<file path="src/rtl/rom_port_arbiter.sv">
// rtl/rom_port_arbiter.sv - single ROM port shared by download writes and three read requesters
module rom_port_arbiter #(
    parameter int AW      = 16,
    parameter int DW      = 8,
    parameter int MEM_LAT = 2
) (
    input  logic          MCLK,
    input  logic          RESET_N,
    input  logic [2:0]    RD_REQ,
    input  logic [AW-1:0] RD_ADDR0,
    input  logic [AW-1:0] RD_ADDR1,
    input  logic [AW-1:0] RD_ADDR2,
    output logic [2:0]    RD_ACK,
    output logic [DW-1:0] RD_DATA,
    input  logic          DL_ACTIVE,
    input  logic          DL_WR,
    input  logic [AW-1:0] DL_ADDR,
    input  logic [DW-1:0] DL_DATA,
    output logic [AW-1:0] MEM_ADDR,
    output logic          MEM_WE,
    output logic [DW-1:0] MEM_DIN,
    input  logic [DW-1:0] MEM_DOUT,
    output logic          BUSY,
    output logic          DL_OVF
);

    typedef enum logic [1:0] {IDLE, WRITE, READ, DONE} state_t;

    state_t          state;
    state_t          state_nx;
    logic [2:0]      lat_cnt;
    logic [1:0]      gnt_port;
    logic            rr_prefer2;
    logic            pend_valid;
    logic [AW-1:0]   pend_addr;
    logic [DW-1:0]   pend_data;

    logic            sel_valid;
    logic [1:0]      sel_port;
    logic [AW-1:0]   sel_addr;
    logic            do_write;
    logic            do_grant;
    logic            read_done;

    // Video always first; CPUs share by remembering who was served last.
    always_comb begin
        sel_valid = 1'b1;
        sel_port  = 2'd0;
        if (RD_REQ[0]) begin
            sel_port = 2'd0;
        end else if (RD_REQ[1] && RD_REQ[2]) begin
            sel_port = rr_prefer2 ? 2'd2 : 2'd1;
        end else if (RD_REQ[1]) begin
            sel_port = 2'd1;
        end else if (RD_REQ[2]) begin
            sel_port = 2'd2;
        end else begin
            sel_valid = 1'b0;
        end
    end

    always_comb begin
        sel_addr = RD_ADDR0;
        case (sel_port)
            2'd1:    sel_addr = RD_ADDR1;
            2'd2:    sel_addr = RD_ADDR2;
            default: sel_addr = RD_ADDR0;
        endcase
    end

    assign do_write  = (state == IDLE) && pend_valid;
    assign do_grant  = (state == IDLE) && !pend_valid && !DL_ACTIVE && sel_valid;
    assign read_done = (lat_cnt == 3'(MEM_LAT - 1));
    assign BUSY      = (state != IDLE);

    always_ff @(posedge MCLK or negedge RESET_N) begin
        if (!RESET_N) begin
            state <= IDLE;
        end else begin
            state <= state_nx;
        end
    end

    always_comb begin
        state_nx = state;
        case (state)
            IDLE: begin
                if (do_write) begin
                    state_nx = WRITE;
                end else if (do_grant) begin
                    state_nx = READ;
                end
            end
            WRITE:   state_nx = IDLE;
            READ:    state_nx = read_done ? DONE : READ;
            DONE:    state_nx = IDLE;
            default: state_nx = IDLE;
        endcase
    end

    always_ff @(posedge MCLK or negedge RESET_N) begin
        if (!RESET_N) begin
            MEM_ADDR   <= '0;
            MEM_DIN    <= '0;
            MEM_WE     <= 1'b0;
            RD_ACK     <= '0;
            RD_DATA    <= '0;
            DL_OVF     <= 1'b0;
            lat_cnt    <= '0;
            gnt_port   <= 2'd0;
            rr_prefer2 <= 1'b0;
            pend_valid <= 1'b0;
            pend_addr  <= '0;
            pend_data  <= '0;
        end else begin
            MEM_WE <= 1'b0;
            RD_ACK <= '0;

            if (do_write) begin
                MEM_WE   <= 1'b1;
                MEM_ADDR <= pend_addr;
                MEM_DIN  <= pend_data;
            end else if (do_grant) begin
                MEM_ADDR <= sel_addr;
                lat_cnt  <= '0;
                gnt_port <= sel_port;
                if (sel_port == 2'd1) begin
                    rr_prefer2 <= 1'b1;
                end else if (sel_port == 2'd2) begin
                    rr_prefer2 <= 1'b0;
                end
            end

            if (state == READ) begin
                lat_cnt <= lat_cnt + 3'd1;
                if (read_done) begin
                    RD_DATA <= MEM_DOUT;
                    RD_ACK  <= 3'b001 << gnt_port;
                end
            end

            // The slot frees on the WRITE edge, so a strobe landing then refills it.
            if (DL_WR) begin
                if (!pend_valid || state == WRITE) begin
                    pend_valid <= 1'b1;
                    pend_addr  <= DL_ADDR;
                    pend_data  <= DL_DATA;
                end else begin
                    DL_OVF <= 1'b1;
                end
            end else if (state == WRITE) begin
                pend_valid <= 1'b0;
            end
        end
    end

endmodule

</file>
<file path="config.mk">
export PLATFORM = sky130hd
export DESIGN_NAME = rom_port_arbiter
export DESIGN_NICKNAME = d
export VERILOG_FILES = /design/src/rtl/rom_port_arbiter.sv
export SDC_FILE = /design/constraint.sdc
export NUM_CORES = 1
export LEC_CHECK = 0
export ABC_AREA = 1
export CAP_MARGIN = 20
export CORE_ASPECT_RATIO = 1.2
export CORE_MARGIN = 1
export CORE_UTILIZATION = 25
export DETAILED_ROUTE_END_ITERATION = 6
export SETUP_SLACK_MARGIN = 0.5
export SYNTH_ARGS = -nofsm -noshare
export SYNTH_HDL_FRONTEND = slang
export SYNTH_SLANG_ARGS = --single-unit
</file>
<file path="constraint.sdc">
create_clock -name MCLK -period 3.39 [get_ports MCLK]
set_clock_uncertainty 0.05 [all_clocks]
set_input_delay 0.678 -clock MCLK [delete_from_list [all_inputs] [get_ports MCLK]]
set_output_delay 0.678 -clock MCLK [all_outputs]
set_load 0.01 [all_outputs]
</file>
==> results.cfg, run 1 <==
[yosys]
syn_inst = 437
netlist_area_sq_um = 3360
synth_area_leader_cell = dfrtp_1
synth.area.top_cells = dfrtp_1 (52%), nand2_1 (23%), nand3_1 (7.4%), inv_1 (2.9%), or2_2 (2.6%)
yosysWarnings = 0
postSynthNetCount = 528
yosysSeqAreaShare_pct = 52.1
synth-seq-cells = 70
avgSynthCellArea_sq_um = 7.69
yosysUniqueCellTypes = 22
yosys.area.top_type_share_pct = 52.1

[floorplanning]
io_pins = 125
die_height_um = 129
rows = 46
die_area_sq_um = 13900
start_util_pct = 25.5
die_x_um = 108
core_sq_um = 13200

[final_layout]
final_util_pct = 38.3
nFillCells = 1385
areaGrowthSynthToFinish_pct = 50.4
fin_nets = 645
diodes = 0
drive_above_1_share_pct = 7.69

[power]
vdd_drop_max_v = 0.000368
pwr-share-seq_pct = 33.6
switching_share_pct = 38.0
comb_power_share_pct = 43.7
power_density_nw_per_um2 = 844
power.switching_mw = 1.62
p_total_mw = 4.27
intPower_mw = 2.64
p_clk_share_pct = 22.7
leakagePower_nw = 2.47

[cts]
cts_sinks = 70
clk_pin_slew_ns = 0.06
hold_buffers = 0
post-cts-setup-buffers = 0
cts_tree = yes
numCtsBuffers = 9
cts.htree.levels = 3
clock_latency_ns = 0.32
cts_root_buffer = clkbuf_16
clk_path_buf_depth = 2
cts_resized = 0

[routing]
vias_per_cell = 4.35
vias = 3164
routedWlPerCell_um = 13.4
drt_wl_total_um = 9730
ant_nets = 0
drt_iter0_markers = 123
firstDrtPassIters = 4
drc = 0

[sta]
rsz0062_at_grt = false
max_slew_margin_pct = 35.9
fmax_ghz = 0.376
drv_slew = 0
fin_setup_tns_ns = 0
fin_crit_sh_pct = 78.5
tightestPinTransition_ns = 0.960
fin_crit_ns = 2.66
setup_viol = 0
hold_violations = 0

[grt]
grt_pass1_vias = 3127
grtUsageTotal_pct = 14.6
grt_overflow = 0
grt_max_degree = 71
antenna_found_initial = 0
grt_pass1_wl_um = 15400

[critical_path]
cp.required_ns = 3.56
critPathLaunchType = primary input
worstPathMaxFanout = 31
critPathKind = primary input to register
cp_data_arrival_time_ns = 2.83
endpoint_kind = register

[worst_hold_path]
hp-class = primary input to async pin

[place]
place.gp.congestion = 0.779
dp_hpwl_um = 7080
portBuffers = 124

[run]
drv_cap = 0

[run_status]
run_status = completed
flip-flops by register name, indices dropped and copies added (netlist names), 2 cells and up:
register	flops
MEM_ADDR	16
MEM_DIN	8
RD_ACK	3
RD_DATA	8
gnt_port	2
lat_cnt	3
pend_addr	16
pend_data	8
state	2
placed cells by master, fill, tap and decap left out:
master / instances
o21bai_1: 1
xor2_1: 1
o21ai_2: 1
clkinvlp_4: 1
clkinv_4: 2
nand2_2: 1
dfrtp_1: 70
nor2_4: 2
clkbuf_1: 1
nand2_1: 202
nand3_1: 50
inv_1: 26
bufinv_16: 1
o21ai_0: 12
a21oi_1: 8
nor3_1: 2
clkdlybuf4s50_1: 123
ha_1: 4
buf_12: 1
inv_2: 3
buf_4: 5
nor2_2: 1
clkbuf_16: 9
nor2_1: 15
clkbuf_8: 2
or2_2: 14
nand3b_1: 1
cell type report:
type	instances	area [sq um]	share of cell area, %
Timing Repair Buffer	129	1290	25.5
Clock inverter	4	55.1	1.09
Sequential cell	70	1750	34.7
Inverter	29	109	2.16
Multi-Input combinational cell	315	1380	27.3
Clock buffer	12	256	5.08
Tap cell	168	210	4.16
Yosys cell counts:
cell type  instances
ha_1               4
buf_4              3
o21ai_0           12
inv_2              3
nor2_2             1
nand3b_1           1
xor2_1             1
nor3_1             2
nand2_1          202
nand3_1           50
nor2_4             2
o21bai_1           1
buf_2             11
buf_6              1
or2_2             14
nand2_2            1
clkbuf_1           8
nor2_1            15
inv_1             26
a21oi_1            8
o21ai_2            1
dfrtp_1           70
critical path, cell delays in order:
cell             delay [ns]
clkdlybuf4s50_1        0.48
inv_1                  0.07
or2_2                  0.27
nand3_1                0.12
inv_1                  0.06
ha_1                   0.33
inv_1                  0.09
buf_12                 0.16
or2_2                  0.28
nand3_1                0.13
nand2_1                0.06
nand2_1                0.05
nand2_1                0.05
worst paths after layout:
check	start	end	depth (start not counted)	slack, ns
worst max-delay path	RD_REQ[1]	MEM_ADDR[4]$_DFFE_PN0P_	13	0.73
max in group asynchronous	RESET_N	lat_cnt[1]$_DFFE_PN0P_	1	2.28
worst min register to register	gnt_port[1]$_DFFE_PN0P_	RD_ACK[0]$_DFF_PN0_	1	0.42
min in group MCLK	gnt_port[1]$_DFFE_PN0P_	RD_ACK[0]$_DFF_PN0_	1	0.42
worst max register to register	rr_prefer2$_DFFE_PN0P_	MEM_ADDR[4]$_DFFE_PN0P_	11	1.18
worst min-delay path	RESET_N	MEM_ADDR[8]$_DFFE_PN0P_	1	0.40
power by group through the flow:
stage,clock [mW],combinational [mW],sequential [mW]
after detailed placement,0,1.91,1.45
final,0.969,1.86,1.43
after floorplan,0,1.03,1.49
after global routing,1.03,2.11,1.48
after global placement,0,1.86,1.43
after CTS,0.990,1.92,1.44
layer usage:
| layer | vias up | GRT usage [%] | share of wire, % |
|---|---|---|---|
| met1 | 1478 | 19.5 | 45 |
| li1 | 1586 | - | - |
| met2 | 93 | 23.2 | 47 |
| met5 | - | 0 | 0 |
| met4 | 0 | 4.83 | 1.1 |
| met3 | 7 | 3.34 | 6.4 |
kinds of logic (layout without fill, tap and decap cells):
group                      after synthesis  count (layout)  synth area share (%)
buffers and inverters                   52             174                  6.78
AOI/OAI and AO/OA                       22              22                  3.46
DFF                                     70              70                  52.1
adders and majority gates                4               4                  1.49
xor gates and xnor gates                 1               1                 0.261
and+or+nand+nor                        288             288                  35.9
per-stage QoR:
step / area, sq um / hold WS (ns) / cells / setup slack (ns)
floorplan: 3360 / 0.332 / 437 / 1.12
global placement: 4740 / 0.402 / 711 / 0.447
detailed placement: 4740 / 0.407 / 711 / 0.403
CTS: 5050 / 0.420 / 727 / 0.733
global route: 5050 / 0.431 / 727 / 0.596
finish: 5050 / 0.395 / 727 / 0.728
Note: power is estimated with default switching activity, not from simulation.
==> inputs of run 2 (changes only) <==
Clock period 3.39 ns to 2.2 ns, I/O delays scaled along.
==> run 2 against run 1 <==
  * Global-route usage rose by 0.34 points
  * Via count rose by 1.0%
  * Utilization grew 2.9 points
  * Non-clock buffer count increased by 11
  * Largest cell class unchanged
  * Critical path depth decreased by 3
  * Hold slack worse by 0.34 ns
  * Sequential power increased by 54%
  * Sequential cell count unchanged
  * Sequential share of layout area shrank 2.4 points
  * Critical endpoint is now MEM_ADDR[0]$_DFFE_PN0P_
  * Die area stayed put
  * Final area is 7.5% higher
==> results.cfg, run 2 (same netlist as run 1, synthesis figures left out) <==
[sta]
setup_viol = 0
fmax_ghz = 0.557
rsz0062_at_grt = true
tightestPinTransition_ns = 0.568
hold_violations = 0
drv_slew = 0
fin_crit_ns = 1.79
setup_ws_ns = 0.405
max_slew_margin_pct = 62.1
fin_crit_sh_pct = 81.6

[final_layout]
areaGrowthSynthToFinish_pct = 61.6
fin_nets = 659
final_area_sq_um = 5430
nFillCells = 1327
layout_common_cells = nand2_1 (196), clkdlybuf4s50_1 (85), dfrtp_1 (70), dlygate4sd2_1 (35), nand3_1 (28)
final_common_cell = nand2_1
instances_no_fill = 741
largestRegisters = MEM_ADDR x16, pend_addr x16
drive_above_1_share_pct = 16.4
diodes = 0

[critical_path]
endpoint_kind = register
critPathMaxStageDelay_ns = 0.40
worstPathMaxFanout = 14
r2r_setup_slack_ns = 0.41
critPathKind = register to register
cp_common_cell = nand2_1
critPathLaunchType = register
cp_slowest_cell = dfrtp_1
reg2reg_depth = 10
cp_data_arrival_time_ns = 1.95
r2r-start = rr_prefer2$_DFFE_PN0P_
cp.required_ns = 2.36
timing.rr.end = MEM_ADDR[0]$_DFFE_PN0P_
cp_cell_sequence = or2_4 > nand3_2 > inv_2 > ha_4 > inv_12 > or2_2 > nand3_2 > nand2_1 > nand2_1 > nand2_1

[grt]
met1_usage_pct = 17.7
grt_max_degree = 44
busiest_layer = met2
gr-usage-met2_pct = 26.5
grtUsageTotal_pct = 14.9
antenna_found_initial = 0
grt_pass1_wl_um = 15800
grt_overflow = 0
use_met3_pct = 2.89
grt_pass1_vias = 3200

[power]
vdd_drop_max_v = 0.000453
power_density_nw_per_um2 = 1240
leakagePower_nw = 2.72

[routing]
vias_per_cell = 4.31
routedWlPerCell_um = 13.9
drt_iter0_markers = 148
drt_wl_total_um = 10300
vias = 3197
ant_nets = 0
firstDrtPassIters = 4
drc = 0

[run]
drv_cap = 0

[floorplanning]
io_pins = 125
start_util_pct = 25.5
rows = 46
die_area_sq_um = 13900
die_height_um = 129
die_x_um = 108
core_sq_um = 13200

[cts]
cts_root_buffer = clkbuf_16
clock_latency_ns = 0.32
clk_path_buf_depth = 2
cts_tree = yes
clk_pin_slew_ns = 0.05
numCtsBuffers = 9
cts_sinks = 70
hold_buffers = 0
cts.htree.levels = 3

[place]
place.gp.congestion = 0.815
portBuffers = 124
place_area_sq_um = 4920
dp_hpwl_um = 7240
dp_cells = 718
dp_slack_ns = -0.309

[worst_hold_path]
hp-class = primary input to async pin

[run_status]
run_status = completed
-- run 2: cell count changes in the layout (fill, tap and decap cells not counted), sizes merged --
cell / delta
nand3b: +1
dlygate4sd2: +35
clkbuf: +2
clkinv: -2
inv: +2
dlymetal6s2s: +1
clkdlybuf4s15: +1
clkdlybuf4s50: -38
buf: +12
-- run 2: final cells by class --
| type | instances | area (sq um) | share of cell area [%] |
|---|---|---|---|
| clock buffers | 14 | 284 | 5.23 |
| clock inverters | 2 | 37.5 | 0.691 |
| inverters | 29 | 134 | 2.47 |
| multi-input cells | 316 | 1590 | 29.4 |
| flip-flops and latches | 70 | 1750 | 32.3 |
| well taps | 168 | 210 | 3.87 |
| repair buffers | 140 | 1390 | 25.6 |
| repair inverters | 2 | 27.5 | 0.507 |
-- run 2: per-layer routing --
layer / routed length, um / share of wire [%]
met5: 0 / 0
met1: 4360 / 42
met4: 144 / 1.4
met3: 496 / 4.8
met2: 5270 / 51
-- run 2: critical path, delay by kind of cell (launching register included) --
kind / cells / cell delay, ns
simple gates: 7 / 0.80
flops: 1 / 0.40
fa+ha+maj: 1 / 0.32
buf+inv: 2 / 0.11
-- run 2: where the power goes --
part / internal [mW] / switching [mW] / total (mW) / leakage [nW]
clock network: 1.00 / 0.513 / 1.51 / 0.155
logic: 1.27 / 1.77 / 3.04 / 1.71
registers: 1.88 / 0.319 / 2.20 / 0.855
total: 4.15 / 2.60 / 6.75 / 2.72
-- run 2: worst max path at each step --
stage | startpoint | endpoint
after floorplan | RD_REQ[1] | MEM_ADDR[1]$_DFFE_PN0P_
after global placement | RD_REQ[1] | MEM_ADDR[0]$_DFFE_PN0P_
after detailed placement | RD_REQ[1] | MEM_ADDR[0]$_DFFE_PN0P_
after CTS | rr_prefer2$_DFFE_PN0P_ | MEM_ADDR[0]$_DFFE_PN0P_
after global routing | rr_prefer2$_DFFE_PN0P_ | MEM_ADDR[0]$_DFFE_PN0P_
final | rr_prefer2$_DFFE_PN0P_ | MEM_ADDR[0]$_DFFE_PN0P_
-- run 2: per-stage QoR --
stage,setup TNS [ns],utilization (%),power [mW],hold WS (ns)
finish,0,41.2,6.75,0.0572
global route,0,41.2,7.27,0.108
CTS,0,40.5,6.77,0.0742
detailed placement,-4.43,37.4,5.24,0.408
global placement,-3.87,37.4,5.16,0.403
floorplan,0,-,4.01,0.0944
-- run 2: repair_timing --
item,CTS,global route
cloned,3,1
resized for setup,58,19
buffers inserted,2,1
setup endpoints to repair,56,18
pin swaps,10,8
hold endpoints to repair,0,0
